**src/rtl/eth_pkg.sv**
```systemverilog
// Shared types and default timing constants for the 10BASE-T tx scheduler.
// Holds the FSM state enum, MAC source select codes and bit-time defaults.
package eth_pkg;

  typedef enum logic [2:0] {
    IDLE,
    START,
    WAIT,
    BUSY,
    IFG,
    NLP
  } state_e;

  localparam logic SRC_AUD = 1'b0;
  localparam logic SRC_CTL = 1'b1;

  localparam int IFG_BITS   = 96;
  localparam int NLP_PERIOD = 160000;
  localparam int NLP_WIDTH  = 1;
  localparam int START_TMO  = 8;

  // Counter width able to hold 0..n-1 (never narrower than 1 bit).
  function automatic int cnt_w(input int n);
    return (n < 2) ? 1 : $clog2(n);
  endfunction

endpackage

```
**src/rtl/eth_tx_arb.sv**
```systemverilog
// 2-way arbiter between audio and control frame sources.
// Ports: clk, rst, aud_req_i, ctl_req_i, upd_i (commit grant) -> any_o, sel_o.
// ETH_TX_SCHED_AUD_PRIO_EN selects strict audio priority instead of round-robin.
module eth_tx_arb
  import eth_pkg::*;
(
  input  logic clk,
  input  logic rst,
  input  logic aud_req_i,
  input  logic ctl_req_i,
  input  logic upd_i,
  output logic any_o,
  output logic sel_o
);

  assign any_o = aud_req_i | ctl_req_i;

`ifdef ETH_TX_SCHED_AUD_PRIO_EN

  // Audio always wins; no pointer state is kept.
  assign sel_o = aud_req_i ? SRC_AUD : SRC_CTL;

  logic unused_prio;
  assign unused_prio = &{1'b0, clk, rst, upd_i};

`else

  // prio_q names the source that wins the next tie.
  logic prio_q;
  logic prio_d;

  always_comb begin
    sel_o = SRC_AUD;
    if (aud_req_i && ctl_req_i) begin
      sel_o = prio_q;
    end else if (ctl_req_i) begin
      sel_o = SRC_CTL;
    end
  end

  always_comb begin
    prio_d = prio_q;
    if (upd_i) begin
      prio_d = ~sel_o;
    end
  end

  always_ff @(posedge clk or posedge rst) begin
    if (rst) begin
      prio_q <= SRC_AUD;
    end else begin
      prio_q <= prio_d;
    end
  end

`endif

endmodule

```
**src/rtl/eth_tx_sched.sv**
```systemverilog
// Shares one 10BASE-T MAC between audio and control sources; enforces the
// inter-frame gap and emits normal link pulses while the line is idle.
// Ports: clk, rst, eth_clk_stb, aud_req, ctl_req, mac_busy in;
//        aud_gnt, ctl_gnt, mac_start, mac_src, nlp_out, err_tmo out.
// Macro ETH_TX_SCHED_AUD_PRIO_EN: strict audio priority in the arbiter.
module eth_tx_sched #(
  parameter int IFG_BITS   = 96,
  parameter int NLP_PERIOD = 160000,
  parameter int NLP_WIDTH  = 1,
  parameter int START_TMO  = 8
) (
  input  logic clk,
  input  logic rst,
  input  logic eth_clk_stb,
  input  logic aud_req,
  input  logic ctl_req,
  output logic aud_gnt,
  output logic ctl_gnt,
  output logic mac_start,
  output logic mac_src,
  input  logic mac_busy,
  output logic nlp_out,
  output logic err_tmo
);

  import eth_pkg::*;

  localparam int IW = cnt_w(NLP_PERIOD);
  localparam int GW = cnt_w(IFG_BITS);
  localparam int LW = cnt_w(NLP_WIDTH);
  localparam int TW = cnt_w(START_TMO + 1);

  localparam logic [IW-1:0] IDLE_LAST = IW'(NLP_PERIOD - 1);
  localparam logic [GW-1:0] IFG_LAST  = GW'(IFG_BITS - 1);
  localparam logic [LW-1:0] NLP_LAST  = LW'(NLP_WIDTH - 1);
  localparam logic [TW-1:0] TMO_LAST  = TW'(START_TMO - 1);

  state_e        state_q;
  logic [IW-1:0] idle_cnt_q;
  logic [GW-1:0] ifg_cnt_q;
  logic [LW-1:0] nlp_cnt_q;
  logic [TW-1:0] tmo_cnt_q;
  logic          aud_gnt_q;
  logic          ctl_gnt_q;
  logic          mac_start_q;
  logic          mac_src_q;
  logic          nlp_q;
  logic          err_q;

  logic arb_any;
  logic arb_sel;
  logic arb_upd;

  assign arb_upd = (state_q == IDLE) && arb_any;

  eth_tx_arb u_arb (
    .clk       (clk),
    .rst       (rst),
    .aud_req_i (aud_req),
    .ctl_req_i (ctl_req),
    .upd_i     (arb_upd),
    .any_o     (arb_any),
    .sel_o     (arb_sel)
  );

  always_ff @(posedge clk or posedge rst) begin
    if (rst) begin
      state_q     <= IDLE;
      idle_cnt_q  <= '0;
      ifg_cnt_q   <= '0;
      nlp_cnt_q   <= '0;
      tmo_cnt_q   <= '0;
      aud_gnt_q   <= 1'b0;
      ctl_gnt_q   <= 1'b0;
      mac_start_q <= 1'b0;
      mac_src_q   <= 1'b0;
      nlp_q       <= 1'b0;
      err_q       <= 1'b0;
    end else begin
      mac_start_q <= 1'b0;
      unique case (state_q)
        IDLE: begin
          // A pending request beats a link-timer expiry on the same clk.
          if (arb_any) begin
            state_q     <= START;
            mac_start_q <= 1'b1;
            aud_gnt_q   <= (arb_sel == SRC_AUD);
            ctl_gnt_q   <= (arb_sel == SRC_CTL);
            mac_src_q   <= arb_sel;
            idle_cnt_q  <= '0;
          end else if (eth_clk_stb) begin
            if (idle_cnt_q == IDLE_LAST) begin
              state_q    <= NLP;
              idle_cnt_q <= '0;
              nlp_q      <= 1'b1;
              nlp_cnt_q  <= '0;
            end else begin
              idle_cnt_q <= idle_cnt_q + 1'b1;
            end
          end
        end
        START: begin
          // The START clk counts toward the busy-rise timeout.
          state_q   <= WAIT;
          tmo_cnt_q <= TW'(1);
        end
        WAIT: begin
          if (mac_busy) begin
            state_q <= BUSY;
          end else if (tmo_cnt_q == TMO_LAST) begin
            state_q   <= IFG;
            err_q     <= 1'b1;
            aud_gnt_q <= 1'b0;
            ctl_gnt_q <= 1'b0;
            mac_src_q <= 1'b0;
            ifg_cnt_q <= '0;
          end else begin
            tmo_cnt_q <= tmo_cnt_q + 1'b1;
          end
        end
        BUSY: begin
          if (!mac_busy) begin
            state_q   <= IFG;
            aud_gnt_q <= 1'b0;
            ctl_gnt_q <= 1'b0;
            mac_src_q <= 1'b0;
            ifg_cnt_q <= '0;
          end
        end
        IFG: begin
          if (eth_clk_stb) begin
            if (ifg_cnt_q == IFG_LAST) begin
              state_q   <= IDLE;
              ifg_cnt_q <= '0;
            end else begin
              ifg_cnt_q <= ifg_cnt_q + 1'b1;
            end
          end
        end
        NLP: begin
          if (eth_clk_stb) begin
            if (nlp_cnt_q == NLP_LAST) begin
              state_q   <= IFG;
              nlp_q     <= 1'b0;
              nlp_cnt_q <= '0;
              ifg_cnt_q <= '0;
            end else begin
              nlp_cnt_q <= nlp_cnt_q + 1'b1;
            end
          end
        end
        default: begin
          state_q <= IDLE;
        end
      endcase
    end
  end

  assign aud_gnt   = aud_gnt_q;
  assign ctl_gnt   = ctl_gnt_q;
  assign mac_start = mac_start_q;
  assign mac_src   = mac_src_q;
  assign nlp_out   = nlp_q;
  assign err_tmo   = err_q;

endmodule

```
**config.mk**
```make
export PLATFORM = sky130hd
export DESIGN_NAME = eth_tx_sched
export DESIGN_NICKNAME = d
export VERILOG_FILES = /design/src/rtl/eth_pkg.sv /design/src/rtl/eth_tx_arb.sv /design/src/rtl/eth_tx_sched.sv
export SDC_FILE = /design/constraint.sdc
export NUM_CORES = 1
export LEC_CHECK = 0
export BUFFER_PORTS_ARGS = -buffer_cell sky130_fd_sc_hd__buf_2
export CAP_MARGIN = 15
export CORE_MARGIN = 4
export CORE_UTILIZATION = 39
export DETAILED_ROUTE_END_ITERATION = 10
export GPL_TIMING_DRIVEN = 0
export PLACE_DENSITY = 0.63
export SETUP_SLACK_MARGIN = 0.05
export SLEW_MARGIN = 20
export SYNTH_ARGS = -nofsm -noshare
export SYNTH_HDL_FRONTEND = slang
export SYNTH_HIERARCHICAL = 1
export SYNTH_SLANG_ARGS = --single-unit
export TNS_END_PERCENT = 50
```
**constraint.sdc**
```tcl
create_clock -name clk -period 5.7 [get_ports clk]
set_clock_uncertainty 0.05 [all_clocks]
set_input_delay 1.425 -clock clk [delete_from_list [all_inputs] [get_ports clk]]
set_output_delay 1.425 -clock clk [all_outputs]
set_load 0.005 [all_outputs]
```
==> summary.md, run 1 <==
| Metric | Value |
|---|---|
| Outcome | finished clean |
| Number of input and output port buffers inserted | 11 |
| Number of warnings issued by yosys | 6 |
| Number of inserted diodes | 0 |
| Wire length per cell after detailed routing | 14.2 um |
| Remaining global-route overflow | 0 |
| Number of cells on the worst reg-to-reg path | 6 |
| Root Buffer | sky130_fd_sc_hd__clkbuf_8 |
| Met3 usage in global routing | 1.73% |
| Internal power | 539 uW |
| HPWL after detailed placement | roughly 3600 um |
| Destination of the critical timing path | idle_cnt_q[10] |
| Area of the die | 0.00733 mm2 |
| Slew Limit Fails | 0 |
| All-layer global routing usage | 14.3% |
| Met1 track demand over resource in global routing | 19.7% |
| CP startpoint | ctl_req |
| Worst hold margin | 0.441 ns |
| Combinational share of power | 39.3% |
| Mapped Nets | 265 |
| Sinks on Clock Net | 38 |
| Static Leakage | 1.12 nW |
| Post-layout instance area | ~0.0026 mm2 |
| Wire length of the first global-routing pass | about 8400 um |
| Clock tree buffer depth | 2 |
| Horizontal extent of the die | 85.6 um |
| Number of global-route vias before repair | 1816 |
| Peak supply drop | 146 uV |
| Global routing's busiest layer | met2 |
| Placement-stage worst setup slack | 2.68 ns |
| Filler cell count in the final layout | ~600 |
| Area taken by multi-input logic gates | 0.00129 mm2 |
| Std-Cell Core Area | 0.00589 mm2 |
| Transition time at the pin with the least slew margin | 0.593 ns |
| R2r endpoint | idle_cnt_q[14] |
| Async set-reset flop share out of synthesis | 100% |
| Initial Util | 39.9% |
| Final Net Count | 284 |
| Clock transition at the registers of the reported paths | 0.08 ns |
| Final count of negative-setup-slack endpoints | 0 |
| Proportion of total power due to net switching | 38.0% |
| Post-place instance area | between 0.002 and 0.003 mm2 |
| Element type at the critical path end | flip-flop |
| Setup bufs post-CTS | 0 |
| IO Count | 12 |
| Setup crit start kind | primary input |
| H-tree levels | 2 |
| Syn_area_per_cell | 9.25 um2 |
| Proportion of layout cells with a drive suffix above 1 | 20.1% |
| Reg2Reg Setup Slack | 3.53 ns |
| RSZ-0062 raised after global routing | false |
| FF+latch count, synth | 38 |
| Seq. cell area | approximately 950 um2 |
| Relative contribution of the clock network to total power | roughly 22% |
| Synth Instances | ~250 |
| Switching power | 330 uW |
| Headroom to the max-slew limit | 60.3% |
| Final setup TNS | 0 ns |
| Most used DFF post-synth | sky130_fd_sc_hd__dfrtp_1 |
| Max-capacitance violation count | 0 |
| Routed Antenna Nets | 0 |
| Number of buffers inserted during clock tree synthesis | 5 |
| GPL Wtd Cong | between 0.9 and 1 |
| Worst path required time | slightly below 6 ns |
| Critical path fanouts, max | 9 |
| Initial antenna violation count | 0 |
| Wirelength, routed | about 5000 um |
| Hold Buf Count CTS | 0 |
| Synth-to-layout area growth | 11.0% |
| Pin count of the biggest net entering global routing | 31 |
| Post_cts resized | 0 |
| CP arrival | 2.91 ns |
| Tmin final | 2.73 ns |
| Post-layout total power | 869 uW |
| Die height | 85.6 um |
| Critical R2R Launch | idle_cnt_q[0] |
| GR met2 Demand/Resource | between 20 and 25% |
| Classification of the worst setup path | primary input to flip-flop |
| Synth cell types | just under 60 |
| DRC Markers | 0 |
| CTS tree | built |
| Worst hold path class | flip-flop to flip-flop |
| Vias per Instance | 5.50 |
| Commonest cells after routing, fill and taps aside | sky130_fd_sc_hd__dfrtp_1, sky130_fd_sc_hd__nand2_1, sky130_fd_sc_hd__o21ai_0, sky130_fd_sc_hd__nor2_1, sky130_fd_sc_hd__buf_2 |
| Total number of vias | between 1500 and 2000 |
| Total iterations of the first detailed-routing run | 4 |
| Row count | 28 |
| Final cycle utilization of the critical path | 47.9% |
| Number of synthesized flops with an enable pin | 0 |
| Commonest non-fill, non-tap cell in the layout | sky130_fd_sc_hd__dfrtp_1 |
| Share of total power in sequential cells | 38.9% |
| Max Clk Rate | 0.366 GHz |
| Post-Syn Area | roughly 0.0023 mm2 |
| Number of DRC markers in iteration 0 | 92 |
| Clock latency on the worst-skew pair | around 0.29 ns |
| Fraction of the yosys area taken by sequential cells | 40.5% |
| Power density cells | 333 mW/mm2 |
| Final number of hold-violating endpoints | 0 |
| Post-layout worst setup margin | 2.97 ns |
[area by class of cell]
class | instances | share of cell area, %
multi-input cells | 195 | 49.3
inverters | 12 | 1.73
repair buffers | 12 | 2.88
flip-flops and latches | 38 | 36.5
clock inverters | 3 | 0.815
well taps | 75 | 3.60
plain buffers | 9 | 2.59
clock buffers | 5 | 2.64
[metal layers]
layer,routed length [um],vias up
met1,2430,918
li1,-,963
met4,98,0
met5,0,-
met3,149,7
met2,2270,32
[worst max-delay path: stages]
cell and delay [ns]:
sky130_fd_sc_hd__buf_2 0.11, sky130_fd_sc_hd__or2_2 0.33, sky130_fd_sc_hd__nor4_2 0.19, sky130_fd_sc_hd__and2_1 0.24
sky130_fd_sc_hd__o31ai_4 0.16, sky130_fd_sc_hd__or3_1 0.37, sky130_fd_sc_hd__nand3_1 0.09
[worst min-delay path by stage]
stage | startpoint | end | slack (ns) | depth (start not counted)
CTS | err_tmo | err_tmo | 0.45 | 1
detailed placement | err_tmo | err_tmo | 0.43 | 1
global route | err_tmo | err_tmo | 0.46 | 1
floorplan | ifg_cnt_q[4] | ifg_cnt_q[4] | 0.42 | 1
global placement | err_tmo | err_tmo | 0.40 | 1
finish | err_tmo | err_tmo | 0.44 | 1
[sequential cells by signal, summed over array words and instances, names as in the netlist]
signal / cells
mac_src: 1
err_tmo: 1
ifg_cnt_q: 7
aud_gnt: 1
idle_cnt_q: 18
u_arb/prio_q: 1
tmo_cnt_q: 4
nlp_out: 1
state_q: 3
mac_start: 1
[logic make-up (layout without fill, tap and decap cells)]
logic type	count (synthesis)	count (layout)	synth area share, %
buf+inv	21	41	4.79
xor+xnor	3	3	1.12
flops	38	38	40.5
fa+ha+maj	5	5	2.66
simple gates	119	119	30.5
compound gates	65	65	19.1
mux	3	3	1.38
[power groups by stage]
| stage | combinational [mW] | clock [mW] | sequential, mW |
|---|---|---|---|
| after CTS | 0.349 | 0.195 | 0.339 |
| after floorplan | 0.264 | 0 | 0.339 |
| after detailed placement | 0.348 | 0 | 0.345 |
| after global placement | 0.338 | 0 | 0.343 |
| after global routing | 0.392 | 0.202 | 0.345 |
| final | 0.342 | 0.189 | 0.338 |
[synth_stat cells (all sizes together), types with 3 or more instances]
library cell / instances / area share [%]
dfrtp: 38 / 40
o21ai: 32 / 6.8
nor4: 5 / 2.5
or3: 3 / 0.80
nor3: 11 / 2.8
ha: 5 / 2.7
inv: 12 / 1.9
nand2: 31 / 5.1
a22o: 4 / 1.5
a21o: 4 / 1.3
a21oi: 5 / 1.1
nand3: 12 / 2.8
or3b: 4 / 1.6
and3: 3 / 0.80
and2: 5 / 1.4
a31oi: 6 / 1.6
nor2: 18 / 3.0
xor2: 3 / 1.1
nand4: 5 / 1.6
o31ai: 6 / 2.5
buf: 7 / 2.1
or2: 4 / 1.3
[stage by stage]
step / util (%) / std cells
6_report: 44.3 / 349
5_1_grt: 44.3 / 349
3_5_place_dp: 42.8 / 341
2_1_floorplan: - / 254
3_3_place_gp: 42.5 / 340
4_1_cts: 44.3 / 349
(Power assumes the default switching activity.)
==> inputs of run 2 (changes only) <==
ABC_AREA = 1   (was default)
PLACE_DENSITY = 0.65   (was 0.63)
clock period = 2.4 ns   (was 5.7 ns; I/O delays follow)
==> run 2 against run 1 <==
  * Critical path depth is 3 higher
  * Die area hardly changed
  * Synthesized area hardly changed
  * Clock power is 140% higher
  * Combinational power rose to 2.7 times the previous value
  * Flip-flop and latch count unchanged
  * Final cell count grew 20%
  * Hold slack lost 0.34 ns
  * Utilization increased by 0.13 points
  * Clock-buffer cell count up 2
  * Setup slack worse by 2.4 ns
  * Largest power group unchanged
  * Highest routed layer unchanged
==> summary.md, run 2 <==
| Metric | Value |
|---|---|
| Buffering stage count on the worst path with inverters included | 2 (+1) |
| Routed Antenna Nets | 0 (unchanged) |
| Synth Instances | 325 (+28%) |
| Number of buffers inserted during clock tree synthesis | 5 (unchanged) |
| Async set-reset flop share out of synthesis | 100% (unchanged) |
| Hold Buf Count CTS | 0 (unchanged) |
| Horizontal extent of the die | 85.6 um (about the same) |
| Headroom to the max-slew limit | 74.6% (+14 points) |
| Root Buffer | sky130_fd_sc_hd__clkbuf_8 |
| R2r endpoint | idle_cnt_q[17] |
| GPL Wtd Cong | 0.870 (-3.9%) |
| Final cycle utilization of the critical path | approximately three quarters |
| Max FFs per register | 18 (unchanged) |
| Setup crit start kind | flip-flop |
| Max Clk Rate | 0.559 GHz |
| Wirelength, routed | 4770 um (-3.6%) |
| All-layer global routing usage | 14.1% (-0.14 points) |
| Syn_area_per_cell | 7.23 um2 (-22%) |
| Tmin final | around 1.8 ns |
| Number of input and output port buffers inserted | 11 (unchanged) |
| Cell type of the slowest stage on the worst timing path | sky130_fd_sc_hd__dfrtp_1 |
| Setup bufs post-CTS | 0 (unchanged) |
| Initial Util | 39.9% (about the same) |
| Synth top area cells | sky130_fd_sc_hd__dfrtp_1, sky130_fd_sc_hd__nand2_1, sky130_fd_sc_hd__inv_1, sky130_fd_sc_hd__nand3_1, sky130_fd_sc_hd__nor2_1 |
| H-tree levels | 2 (unchanged) |
| Fraction of the yosys area taken by sequential cells | 40.5% (about the same) |
| Commonest non-fill, non-tap cell in the layout | sky130_fd_sc_hd__nand2_1 |
| Number of cells on the worst reg-to-reg path | 10 (+4) |
| Element type at the critical path end | flip-flop |
| Post-Syn Area | 0.00235 mm2 (about the same) |
| Reg2Reg Setup Slack | 0.61 ns (-2.92 ns) |
| Vias per Instance | 4.91 (-11%) |
| Reg with most FFs | idle_cnt_q |
| Post-layout total power | 2.24 mW (+160%) |
| FF+latch count, synth | 38 (unchanged) |
| Remaining global-route overflow | 0 (unchanged) |
| Initial antenna violation count | 0 (unchanged) |
| Most used DFF post-synth | sky130_fd_sc_hd__dfrtp_1 |
| Commonest cells after routing, fill and taps aside | sky130_fd_sc_hd__nand2_1, sky130_fd_sc_hd__inv_1, sky130_fd_sc_hd__dfrtp_1, sky130_fd_sc_hd__nor2_1, sky130_fd_sc_hd__nand3_1 |
| Largest area contributor in the synthesized netlist | sky130_fd_sc_hd__dfrtp_1 |
| Clock latency on the worst-skew pair | 0.28 ns (about the same) |
| Die height | 85.6 um (about the same) |
| Most used cell along the critical path | sky130_fd_sc_hd__nand2_1 |
| HPWL after detailed placement | 3610 um (+1.6%) |
| Power density cells | 858 mW/mm2 (+160%) |
| Number of warnings issued by yosys | 6 (unchanged) |
| Post-layout worst setup margin | 0.611 ns (-2.36 ns) |
| Final setup TNS | 0 ns (unchanged) |
| CP arrival | 1.91 ns (-1.00 ns) |
| Total number of vias | 2063 (+7.4%) |
| Number of global-route vias before repair | 1881 (+3.6%) |
| Critical R2R Launch | idle_cnt_q[0] |
| Worst path required time | 2.52 ns (-3.36 ns) |
| Peak supply drop | 486 uV (+230%) |
| Number of inserted diodes | 0 (unchanged) |
| IO Count | 12 (unchanged) |
| Slew Limit Fails | 0 (unchanged) |
| Worst path top cell family by delay | simple AND/OR/NAND/NOR gates |
| Synth-to-layout area growth | 11.4% |
| RSZ-0062 raised after global routing | false |
| Area of the die | 0.00733 mm2 (about the same) |
| Most frequent cell after synthesis | sky130_fd_sc_hd__nand2_1 |
| Synth cell types | 28 (-53%) |
| Mapped Nets | 336 (+27%) |
| Std-Cell Core Area | 0.00589 mm2 (unchanged) |
| Fraction of synthesized cell area taken by the top area cell type | 40.5% (about the same) |
| Static Leakage | 1.32 nW (+18%) |
| Sinks on Clock Net | 38 (unchanged) |
| Clock transition at the registers of the reported paths | 0.08 ns (about the same) |
| Final count of negative-setup-slack endpoints | 0 (unchanged) |
| Final Net Count | 355 (+25%) |
| Number of DRC markers in iteration 0 | 112 (+22%) |
| Post-place instance area | 0.00252 mm2 (+0.25%) |
| Most common library cells after synthesis | sky130_fd_sc_hd__nand2_1, sky130_fd_sc_hd__inv_1, sky130_fd_sc_hd__dfrtp_1, sky130_fd_sc_hd__nor2_1, sky130_fd_sc_hd__nand3_1 |
| Placement-stage worst setup slack | 0.354 ns (-2.32 ns) |
| Total iterations of the first detailed-routing run | 4 (unchanged) |
| CTS tree | built |
| Max-capacitance violation count | 0 (unchanged) |
| Final number of hold-violating endpoints | 0 (unchanged) |
| Clock tree buffer depth | 2 (unchanged) |
| Transition time at the pin with the least slew margin | 0.380 ns (-0.214 ns) |
| Number of synthesized flops with an enable pin | 0 (unchanged) |
| Critical path fanouts, max | 8 (-1) |
| Classification of the worst setup path | flip-flop to flip-flop |
| Row count | 28 (unchanged) |
| Post-layout instance area | 0.00262 mm2 (+0.29%) |
| Biggest regs | idle_cnt_q x18, ifg_cnt_q x7, tmo_cnt_q x4 |
| Post_cts resized | 0 (unchanged) |
| Critical path, cell by cell | ha_1 -> nand2_1 -> nor2_2 -> nand2_1 -> inv_1 -> nand2_1 -> nand2_1 -> nand2_2 -> inv_2 -> nor2_1 |
| Outcome | finished clean |
| Wire length of the first global-routing pass | 8500 um (+0.73%) |
| Maximum single-stage delay on the critical path | 0.40 ns (+0.03 ns) |
| Worst hold path class | primary input to asynchronous set/reset pin |
| Wire length per cell after detailed routing | 11.4 um (-20%) |
| Proportion of layout cells with a drive suffix above 1 | 17.1% (-3.0 points) |
| Pin count of the biggest net entering global routing | 24 (-23%) |
| DRC Markers | 0 (unchanged) |
-- run 2: cell types whose count changed in the layout (fill, tap and decap cells not counted), moves of 7 or more --
cell / before / now
sky130_fd_sc_hd__nand2_1: 30 / 88
sky130_fd_sc_hd__nand3_1: 11 / 29
sky130_fd_sc_hd__inv_2: 1 / 8
sky130_fd_sc_hd__inv_1: 11 / 38
sky130_fd_sc_hd__o21ai_1: 13 / 1
sky130_fd_sc_hd__nor2_1: 17 / 34
sky130_fd_sc_hd__nor2_2: 1 / 9
sky130_fd_sc_hd__nand4_1: 4 / 15
-- run 2: stage by stage --
step | instances | hold WS [ns] | util, %
2_1_floorplan | 325 | 0.279 | -
3_3_place_gp | 411 | 0.394 | 42.4
3_5_place_dp | 412 | 0.409 | 42.9
4_1_cts | 420 | 0.0925 | 44.5
5_1_grt | 420 | 0.0941 | 44.5
6_report | 420 | 0.106 | 44.5
-- run 2: logic make-up (layout without fill, tap and decap cells) --
family,count (synthesis),after routing,synth area share (%)
xor+xnor,4,4,1.49
flops,38,38,40.5
fa+ha+maj,5,5,2.66
compound gates,33,33,8.20
buf+inv,49,69,8.47
simple gates,196,196,38.7
-- run 2: metal layers --
metal / up-vias / global-route usage (%) / wire length (um)
met4: 0 / 4.32 / 37
li1: 1093 / - / -
met3: 2 / 2.69 / 111
met5: - / 0 / 0
met2: 19 / 22.4 / 2160
met1: 949 / 19.6 / 2460
-- run 2: cell type report --
class | instances | area [um2]
Clock inverter | 1 | 5.00
Sequential cell | 38 | 951
Tap cell | 75 | 93.8
Buffer | 3 | 26.3
Inverter | 46 | 173
Timing Repair Buffer | 12 | 82.6
Clock buffer | 7 | 86.3
Fill cell | 623 | 3270
Multi-Input combinational cell | 238 | 1200
-- run 2: power breakdown --
part           total (mW)  switching, mW  internal, mW
combinational       0.929          0.607         0.322
clock               0.457          0.225         0.232
sequential          0.859          0.102         0.757
total                2.24          0.934          1.31
-- run 2: worst max-delay path by stage --
stage                  startpoint  cells past startpoint        endpoint
floorplan                 ctl_req                      8   idle_cnt_q[4]
global placement              rst                      2    ifg_cnt_q[2]
detailed placement        ctl_req                      9   idle_cnt_q[6]
CTS                 idle_cnt_q[0]                     10   idle_cnt_q[5]
global route        idle_cnt_q[0]                     10   idle_cnt_q[5]
finish              idle_cnt_q[0]                     10  idle_cnt_q[17]
